**config.mk**
```make
export PLATFORM = sky130hd
export DESIGN_NAME = seven_seg_scan_pio
export DESIGN_NICKNAME = d
export VERILOG_FILES = /design/src/rtl/seven_seg_scan_pio.sv
export SDC_FILE = /design/constraint.sdc
export NUM_CORES = 1
export LEC_CHECK = 0
export ABC_AREA = 0
export BUFFER_PORTS_ARGS = -buffer_cell sky130_fd_sc_hd__clkbuf_2
export CAP_MARGIN = 25
export CORE_MARGIN = 2
export CORE_UTILIZATION = 50
export DETAILED_ROUTE_END_ITERATION = 7
export HOLD_SLACK_MARGIN = 0.02
export PLACE_DENSITY = 0.8
export SYNTH_ARGS = -nofsm -noshare
export SYNTH_HDL_FRONTEND = slang
export SYNTH_SLANG_ARGS = --single-unit
```
**constraint.sdc**
```tcl
create_clock -name clk -period 2.6 [get_ports clk]
set_input_delay 0.39 -clock clk [delete_from_list [all_inputs] [get_ports clk]]
set_output_delay 0.39 -clock clk [all_outputs]
set_load 0.02 [all_outputs]
```
**src/rtl/seven_seg_scan_pio.sv**
```systemverilog
// Memory-mapped multiplexed seven-segment scanner with per-digit DP/blank and a registered read port.
// Define SEVEN_SEG_BLINK_EN to compile in the frame-based blink logic controlled by CTRL bit1.
module seven_seg_scan_pio #(
  parameter int DIGITS    = 4,
  parameter int SCAN_DIV  = 1000,
  parameter int BLANK_CYC = 8,
  parameter int BLINK_DIV = 256
) (
  input  logic              clk,
  input  logic              reset_n,
  input  logic [1:0]        address,
  input  logic              chipselect,
  input  logic              write_n,
  input  logic              read_n,
  input  logic [31:0]       writedata,
  output logic [31:0]       readdata,
  output logic [7:0]        seg,
  output logic [DIGITS-1:0] digit_sel
);

  localparam int PS_W  = (SCAN_DIV > 1) ? $clog2(SCAN_DIV) : 1;
  localparam int IDX_W = (DIGITS > 1) ? $clog2(DIGITS) : 1;
  localparam int FRM_W = (BLINK_DIV > 1) ? $clog2(BLINK_DIV) : 1;
  localparam logic [PS_W-1:0]  PS_LAST  = PS_W'(SCAN_DIV - 1);
  localparam logic [PS_W-1:0]  PS_BLANK = PS_W'(BLANK_CYC);
  localparam logic [IDX_W-1:0] IDX_LAST = IDX_W'(DIGITS - 1);
  localparam logic [FRM_W-1:0] FRM_LAST = FRM_W'(BLINK_DIV - 1);

  function automatic logic [6:0] hex_to_seg(input logic [3:0] nib);
    case (nib)
      4'h0:    hex_to_seg = 7'h3F;
      4'h1:    hex_to_seg = 7'h06;
      4'h2:    hex_to_seg = 7'h5B;
      4'h3:    hex_to_seg = 7'h4F;
      4'h4:    hex_to_seg = 7'h66;
      4'h5:    hex_to_seg = 7'h6D;
      4'h6:    hex_to_seg = 7'h7D;
      4'h7:    hex_to_seg = 7'h07;
      4'h8:    hex_to_seg = 7'h7F;
      4'h9:    hex_to_seg = 7'h6F;
      4'hA:    hex_to_seg = 7'h77;
      4'hB:    hex_to_seg = 7'h7C;
      4'hC:    hex_to_seg = 7'h39;
      4'hD:    hex_to_seg = 7'h5E;
      4'hE:    hex_to_seg = 7'h79;
      default: hex_to_seg = 7'h71;
    endcase
  endfunction

  logic [4*DIGITS-1:0] r_data;
  logic [DIGITS-1:0]   r_dp;
  logic [DIGITS-1:0]   r_blank;
  logic                r_en;
  logic [PS_W-1:0]     r_presc;
  logic [IDX_W-1:0]    r_idx;

  logic                w_wr;
  logic                w_rd;
  logic                w_en_clr;
  logic                w_slot_wrap;
  logic                w_idx_wrap;
  logic                w_phase_on;
  logic                w_blink_bit;
  logic                w_show;
  logic [3:0]          w_nib;
  logic [DIGITS-1:0]   w_onehot;
  logic [31:0]         w_rd_val;
  logic                w_unused_wdata;

  assign w_wr     = chipselect && !write_n;
  assign w_rd     = chipselect && !read_n;
  // A write that clears EN resets the scan state on the same edge, even at a slot wrap.
  assign w_en_clr = w_wr && (address == 2'd2) && !writedata[0];
  assign w_unused_wdata = ^writedata;

  always_ff @(posedge clk or negedge reset_n) begin
    if (!reset_n) begin
      r_data  <= '0;
      r_dp    <= '0;
      r_en    <= 1'b0;
      r_blank <= '0;
    end else if (w_wr) begin
      case (address)
        2'd0:    r_data  <= writedata[4*DIGITS-1:0];
        2'd1:    r_dp    <= writedata[DIGITS-1:0];
        2'd2:    r_en    <= writedata[0];
        default: r_blank <= writedata[DIGITS-1:0];
      endcase
    end
  end

  always_comb begin
    w_rd_val = '0;
    case (address)
      2'd0:    w_rd_val[4*DIGITS-1:0] = r_data;
      2'd1:    w_rd_val[DIGITS-1:0]   = r_dp;
      2'd2:    w_rd_val[1:0]          = {w_blink_bit, r_en};
      default: w_rd_val[DIGITS-1:0]   = r_blank;
    endcase
  end

  always_ff @(posedge clk or negedge reset_n) begin
    if (!reset_n) begin
      readdata <= '0;
    end else if (w_rd) begin
      readdata <= w_rd_val;
    end
  end

  assign w_slot_wrap = (r_presc == PS_LAST);
  assign w_idx_wrap  = w_slot_wrap && (r_idx == IDX_LAST);

  always_ff @(posedge clk or negedge reset_n) begin
    if (!reset_n) begin
      r_presc <= '0;
      r_idx   <= '0;
    end else if (!r_en || w_en_clr) begin
      r_presc <= '0;
      r_idx   <= '0;
    end else if (w_slot_wrap) begin
      r_presc <= '0;
      r_idx   <= w_idx_wrap ? '0 : r_idx + 1'b1;
    end else begin
      r_presc <= r_presc + 1'b1;
    end
  end

`ifdef SEVEN_SEG_BLINK_EN
  logic             r_blink;
  logic             r_phase;
  logic [FRM_W-1:0] r_frame;

  always_ff @(posedge clk or negedge reset_n) begin
    if (!reset_n) begin
      r_blink <= 1'b0;
    end else if (w_wr && (address == 2'd2)) begin
      r_blink <= writedata[1];
    end
  end

  // Frame counter and phase sit at their reset values whenever scanning or blinking is off.
  always_ff @(posedge clk or negedge reset_n) begin
    if (!reset_n) begin
      r_frame <= '0;
      r_phase <= 1'b1;
    end else if (!r_en || w_en_clr || !r_blink) begin
      r_frame <= '0;
      r_phase <= 1'b1;
    end else if (w_idx_wrap) begin
      if (r_frame == FRM_LAST) begin
        r_frame <= '0;
        r_phase <= !r_phase;
      end else begin
        r_frame <= r_frame + 1'b1;
      end
    end
  end

  assign w_phase_on  = !r_blink || r_phase;
  assign w_blink_bit = r_blink;
`else
  logic [FRM_W-1:0] w_frm_unused;

  assign w_frm_unused = FRM_LAST;
  assign w_phase_on   = 1'b1;
  assign w_blink_bit  = 1'b0;
`endif

  assign w_nib  = r_data[4*r_idx +: 4];
  assign w_show = r_en && (r_presc >= PS_BLANK) && !r_blank[r_idx] && w_phase_on;

  always_comb begin
    w_onehot = '0;
    for (int i = 0; i < DIGITS; i++) begin
      w_onehot[i] = (r_idx == IDX_W'(i));
    end
  end

  // Outputs are registered from the current slot state so they change cleanly once per clock.
  always_ff @(posedge clk or negedge reset_n) begin
    if (!reset_n) begin
      seg       <= '0;
      digit_sel <= '0;
    end else if (w_show) begin
      seg       <= {r_dp[r_idx], hex_to_seg(w_nib)};
      digit_sel <= w_onehot;
    end else begin
      seg       <= '0;
      digit_sel <= '0;
    end
  end

endmodule
```
==> summary.txt, run 1 <==
Timing
  – Final setup violation count: 0
  – Max Transition Viols Final: 0
  – Crit share post-route: 0.847
  – Fmax: 0.454 GHz
  – Rel. slew slack: 0.537
  – Worst clock skew: between 8 and 9 ps
  – Hold Vio Cnt, Final: 0
  – Final period demand of the worst path: ~2200 ps
  – Worst slew pin tran: 695 ps
  – RSZ-0062 raised after global routing: false
  – Setup TNS: 0 ps

Setup path
  – CP cell instances: mux4_2 > inv_1 > ha_1 > nor3_1 > o21ai_0 > a31oi_1
  – FF-to-FF setup slack: 400 ps
  – Worst setup SP type: flop
  – Max FO, Critical Path: 6
  – WS Path Type: reg2reg
  – Worst EP arrival: 2420 ps
  – CP bufs+invs: 1
  – Kind of cell adding the most delay to the critical path: multiplexers
  – R2r worst-path depth: 6
  – Crit-path max cell delay: 640 ps
  – WP data required: 2820 ps
  – Reg-to-Reg End: seg[0]$_DFF_PN0_
  – Worst setup EP type: flop
  – FF-to-FF Start: r_idx[0]$_DFFE_PN0P_
  – Slowest-stage cell, CP: mux4_2

Die
  – Die footprint: a little over 7000 sq um
  – I/O pin count: a little over 80
  – Die W: 85.3 microns
  – Core area: 6390 sq um
  – Initial Utilization: 0.517
  – Overall die height: roughly 85 microns
  – Rows: 29

Placed design
  – Instance area at placement: ~3600 sq um
  – Dpl hpwl: 4590 microns
  – GPL Wtd Cong: 0.864
  – Placed Cells: 393
  – Port bufs: 50

Power and ir drop
  – Power share of the sequential group: 0.454
  – Peak VDD IR: just under 0.0005 V
  – Sw Share: 0.299
  – Psw: 0.000828 W
  – Clock group share of total power: 0.340
  – Comb pwr share: 0.206
  – Leakage: 1.83 nW
  – PD cells: between 700 and 800 nW/um^2
  – Int Pwr: 0.00194 W

Finish
  – Design area: 3810 sq um
  – Final Non-Filler Cells: 409
  – Commonest non-fill, non-tap cell in the layout: dfrtp_1
  – Area of the multi-input gates: about 1500 sq um
  – # fillers: between 500 and 600
  – Diodes inserted: 0
  – Share of cells above drive strength 1: 0.349
  – Commonest cells after routing, fill and taps aside: 65 x dfrtp_1, 50 x clkbuf_2, 28 x mux2_2
  – Flip-flop and latch area: approximately 1600 sq um
  – Area delta synth->final: 15.4%
  – # nets final: about 380

GRT
  – GRT Util Overall: 0.195
  – Vias in the first global route: 2360
  – First-pass GRT wire length: 11000 microns
  – Largest net degree at the start of global routing: 39
  – Total gr overflow: 0
  – Initial antenna violation count: 0

Routing
  – DR DRC count: 0
  – Post-route ant nets: 0
  – Via count: 2270
  – Wire per inst: between 15 and 20 microns
  – Routed Wire Length: between 6000 and 7000 microns
  – Iter 0 DRT Violations: 121
  – TritonRoute pass-1 iters: 4
  – Vias per cell: 5.55

Clock tree
  – Resized cells post-CTS: 0
  – Worst skew pair latency: 350 ps
  – Clock slew at the register clock pins of the worst setup and hold paths: 80 ps
  – CTS tree: built
  – Hold Buf Count CTS: 0
  – Clock root buffer: clkbuf_8
  – TritonCTS Buffers: 9
  – Clock sinks: 65
  – H-tree depth: 3
  – CTS max path bufs: 2
  – # Post-CTS Setup Buffers: 0

Synthesis
  – Main synth FF type: dfrtp_1
  – Yosys reg bits: 65
  – EDFF count, synth: 0
  – Seq/Total Area, Yosys: 0.493
  – Mapped Area: 3300 sq um
  – Area leader, netlist: dfrtp_1
  – Avg Cell Area, Syn: 12.2 sq um
  – Asr flop ratio synth: 1.00
  – Post-synth top area share: 0.493
  – Yosys synthesis warning count: 0
  – Number of library cell types mapped by synthesis: 47
  – Mapped Cells: 270
  – Largest cells by area after synthesis: dfrtp_1 49%, mux2_2 9.5%, mux4_2 4.8%

Flow run
  – Maxcap violations: 0

Outcome
  – Outcome: complete, no violations

Hold path
  – Min-Delay Path Class: in2async
cell type report:
| type | instances | area share |
|---|---|---|
| inverters | 8 | 0.00788 |
| flip-flops and latches | 65 | 0.427 |
| clock buffers | 9 | 0.0325 |
| multi-input cells | 186 | 0.400 |
| clock inverters | 7 | 0.0250 |
| repair buffers | 57 | 0.0828 |
| well taps | 77 | 0.0253 |
worst max path at each step:
stage	slack (ps)	startpoint	endpoint	cells past startpoint
2_1_floorplan	760	r_idx[0]$_DFFE_PN0P_	seg[0]$_DFF_PN0_	7
4_1_cts	420	r_idx[0]$_DFFE_PN0P_	seg[0]$_DFF_PN0_	6
5_1_grt	330	r_idx[0]$_DFFE_PN0P_	seg[0]$_DFF_PN0_	5
3_5_place_dp	520	r_idx[0]$_DFFE_PN0P_	seg[0]$_DFF_PN0_	6
3_3_place_gp	580	r_idx[0]$_DFFE_PN0P_	seg[0]$_DFF_PN0_	6
6_report	400	r_idx[0]$_DFFE_PN0P_	seg[0]$_DFF_PN0_	6
routing by layer:
metal | global-route usage | vias to the layer above | wire length [microns]
met2 | 0.306 | 66 | 3020
met3 | 0.0525 | 16 | 396
met1 | 0.255 | 1134 | 2780
met4 | 0.0895 | 0 | 164
li1 | - | 1054 | -
met5 | 0 | - | 0
kinds of logic after synthesis:
| logic type | after synthesis | share of synthesized area |
|---|---|---|
| xor+xnor | 9 | 0.0239 |
| mux | 47 | 0.182 |
| buf+inv | 34 | 0.0633 |
| flops | 65 | 0.493 |
| other cells | 1 | 0.00114 |
| fa+ha+maj | 11 | 0.0417 |
| simple gates | 68 | 0.113 |
| compound gates | 35 | 0.0826 |
Yosys cell counts (4+ instances only):
library cell   n
mux2_2        28
mux4_2         7
nor2_1        21
a31oi_1        4
nand2b_1       4
nor3_1         8
buf_2          5
a22o_1        12
buf_4         16
xnor2_1        6
o21ai_0        5
ha_1          11
nand2_1       12
inv_1          8
and2_1         6
dfrtp_1       65
nand3_1        4
mux2i_1        9
flip-flops by register name, indices dropped and copies added, names as in the netlist:
name / count
seg: 8
readdata: 16
r_dp: 4
r_blank: 4
r_presc: 10
r_data: 16
digit_sel: 4
r_en: 1
r_idx: 2
metrics by stage:
step | utilization | hold WS, ps | setup WS (ps) | total power [W]
after floorplan | - | 94.4 | 761 | 0.00168
final | 0.597 | 78.3 | 397 | 0.00277
after CTS | 0.597 | 105 | 422 | 0.00279
after global placement | 0.562 | 467 | 579 | 0.00181
after global routing | 0.597 | 140 | 327 | 0.00291
after detailed placement | 0.562 | 476 | 521 | 0.00184
power by group through the flow:
stage | logic, W | registers (W) | clock network, W
floorplan | 0.000393 | 0.00128 | 0
global placement | 0.000545 | 0.00127 | 0
detailed placement | 0.000568 | 0.00127 | 0
CTS | 0.000573 | 0.00126 | 0.000960
global route | 0.000627 | 0.00128 | 0.00100
finish | 0.000569 | 0.00126 | 0.000942
Power figures use the tool's default switching activity.
==> inputs of run 2 (changes only) <==
- CORE_UTILIZATION: 50 -> 48
- clock period: 2.6 -> 1.85 ns (I/O delays scaled with it)
==> run 2 against run 1 <==
Against the previous run:
- worst hold slack gained 86 ps
- utilization shrank 0.11 points
- sequential share of layout area shrank 2.0 points
- die area grew 4.0%
- design area grew 5.0%
- maximum frequency grew 23%
- wire length grew 2.0%
- first-iteration DRC count grew 8.3%
- highest routed layer unchanged
==> summary.txt, run 2 (synthesis gave the netlist of run 1 again) <==
Finish
  – Final Non-Filler Cells: 424
  – Commonest cells after routing, fill and taps aside: 64 x dfrtp_1, 50 x clkbuf_2, 28 x mux2_2
  – Regs by FF count: r_data (16), readdata (16), r_presc (10)
  – # nets final: 389
  – # fillers: between 500 and 600
  – Share of cells above drive strength 1: 0.390
  – Area of the multi-input gates: about 1500 sq um
  – Commonest non-fill, non-tap cell in the layout: dfrtp_1
  – Design area: between 4000 and 5000 sq um
  – Diodes inserted: 0
  – Flip-flop and latch area: 1630 sq um
  – Area delta synth->final: 21.2%

Routing
  – TritonRoute pass-1 iters: 4
  – Vias per cell: ~5.5
  – DR DRC count: 0
  – Via count: 2325
  – Routed Wire Length: 6490 microns
  – Iter 0 DRT Violations: 131
  – Wire per inst: approximately 15 microns
  – Post-route ant nets: 0

Placed design
  – Port bufs: 50
  – GPL Wtd Cong: approximately 0.9
  – Instance area at placement: 3690 sq um
  – Placed Cells: 407
  – Dpl hpwl: 4610 microns
  – Place WS: -19.1 ps

Setup path
  – WP data required: 2110 ps
  – Worst setup EP type: flop
  – FF-to-FF setup slack: 60 ps
  – Max FO, Critical Path: 4
  – FF-to-FF Start: r_idx[0]$_DFFE_PN0P_
  – Worst setup SP type: flop
  – Reg-to-Reg End: seg[0]$_DFF_PN0_
  – WS Path Type: reg2reg
  – Worst EP arrival: 2060 ps
  – R2r worst-path depth: 5
  – Critical Path Source: r_idx[0]$_DFFE_PN0P_

Die
  – Initial Utilization: 0.491
  – Overall die height: just under 90 microns
  – Core area: 6720 sq um
  – Die footprint: about 7600 sq um
  – Rows: 30
  – I/O pin count: 83
  – Die W: 86.9 microns

Timing
  – Final period demand of the worst path: between 1500 and 2000 ps
  – Crit share post-route: 0.969
  – RSZ-0062 raised after global routing: true
  – Hold Vio Cnt, Final: 0
  – Setup WS post-layout: 56.9 ps
  – Worst clock skew: between 8 and 9 ps
  – Final setup violation count: 0
  – Max Transition Viols Final: 0
  – Fmax: 0.558 GHz

Hold path
  – Min-Delay Path Class: in2reg
  – Hold wc startpoint: writedata[7]
  – Hold Path Depth: 2
  – Endpoint with the worst hold slack: r_data[7]$_DFFE_PN0P_

GRT
  – First-pass GRT wire length: 10700 microns
  – Vias in the first global route: between 2000 and 2500
  – Largest net degree at the start of global routing: 66
  – Total gr overflow: 0
  – GRT Util Overall: 0.185
  – Initial antenna violation count: 0

Power and ir drop
  – Design Power: 0.00429 W
  – Peak VDD IR: 0.000584 V
  – PD cells: 1070 nW/um^2
  – Leakage: 1.91 nW

Flow run
  – Maxcap violations: 0

Clock tree
  – Clock root buffer: clkbuf_8
  – Clock slew at the register clock pins of the worst setup and hold paths: 80 ps
  – TritonCTS Buffers: 9
  – Worst skew pair latency: about 340 ps
  – Clock sinks: 65
  – H-tree depth: 3
  – # Post-CTS Setup Buffers: 0
  – CTS tree: built
  – CTS max path bufs: 2

Outcome
  – Outcome: complete, no violations
[run 2: changes by cell type in the layout (fill, tap and decap cells not counted), moves of 2 or more]
cell,delta
buf_4,+9
bufinv_16,+2
clkinv_2,-2
ha_1,-3
ha_2,+2
inv_1,-2
inv_2,+2
[run 2: layer usage]
layer | up-vias | share of wire | GRT usage
met5 | - | 0 | 0
met2 | 86 | 0.49 | 0.290
met1 | 1151 | 0.43 | 0.244
met3 | 16 | 0.053 | 0.0370
li1 | 1072 | - | -
met4 | 0 | 0.025 | 0.0952
[run 2: worst max-delay path, cell delays in order, from the launching register on]
cell and delay (ps):
dfrtp_2 400, mux4_2 580, ha_2 230, nor3_1 190, o21ai_0 120, a31oi_1 200
[run 2: per-stage QoR]
| step | util | TNS, ps | hold WS (ps) |
|---|---|---|---|
| after floorplan | - | 0 | -18.1 |
| after global placement | 0.549 | 0 | 314 |
| after detailed placement | 0.549 | -19.1 | 319 |
| after CTS | 0.593 | 0 | 154 |
| after global routing | 0.596 | -27.7 | 158 |
| final | 0.596 | 0 | 164 |
[run 2: how the worst max path moves through the flow]
stage	to	slack (ps)
floorplan	seg[0]$_DFF_PN0_	10
global placement	seg[5]$_DFF_PN0_	30
detailed placement	seg[0]$_DFF_PN0_	-20
CTS	seg[0]$_DFF_PN0_	20
global route	seg[0]$_DFF_PN0_	-30
finish	seg[0]$_DFF_PN0_	60
[run 2: where the power goes]
part | internal, W | switching, W | total, W
Sequential | 0.00161 | 0.000169 | 0.00177
Clock | 0.00108 | 0.000567 | 0.00164
Combinational | 0.000416 | 0.000456 | 0.000872
Total | 0.00310 | 0.00119 | 0.00429
[run 2: layout make-up]
class | instances | share of cell area
sequential | 65 | 0.407
multi-input combinational | 186 | 0.386
timing repair buffer | 69 | 0.106
clock buffer | 10 | 0.0344
clock inverter | 6 | 0.0344
tap | 80 | 0.0250
inverter | 8 | 0.00750
[run 2: what timing repair did]
| action | in CTS | in global routing |
|---|---|---|
| hold buffers | 1 | 0 |
| resized for setup | 2 | 7 |
| hold endpoints to repair | 65 | 0 |
| endpoints found under the setup margin | 2 | 7 |
| pin swaps | 0 | 0 |
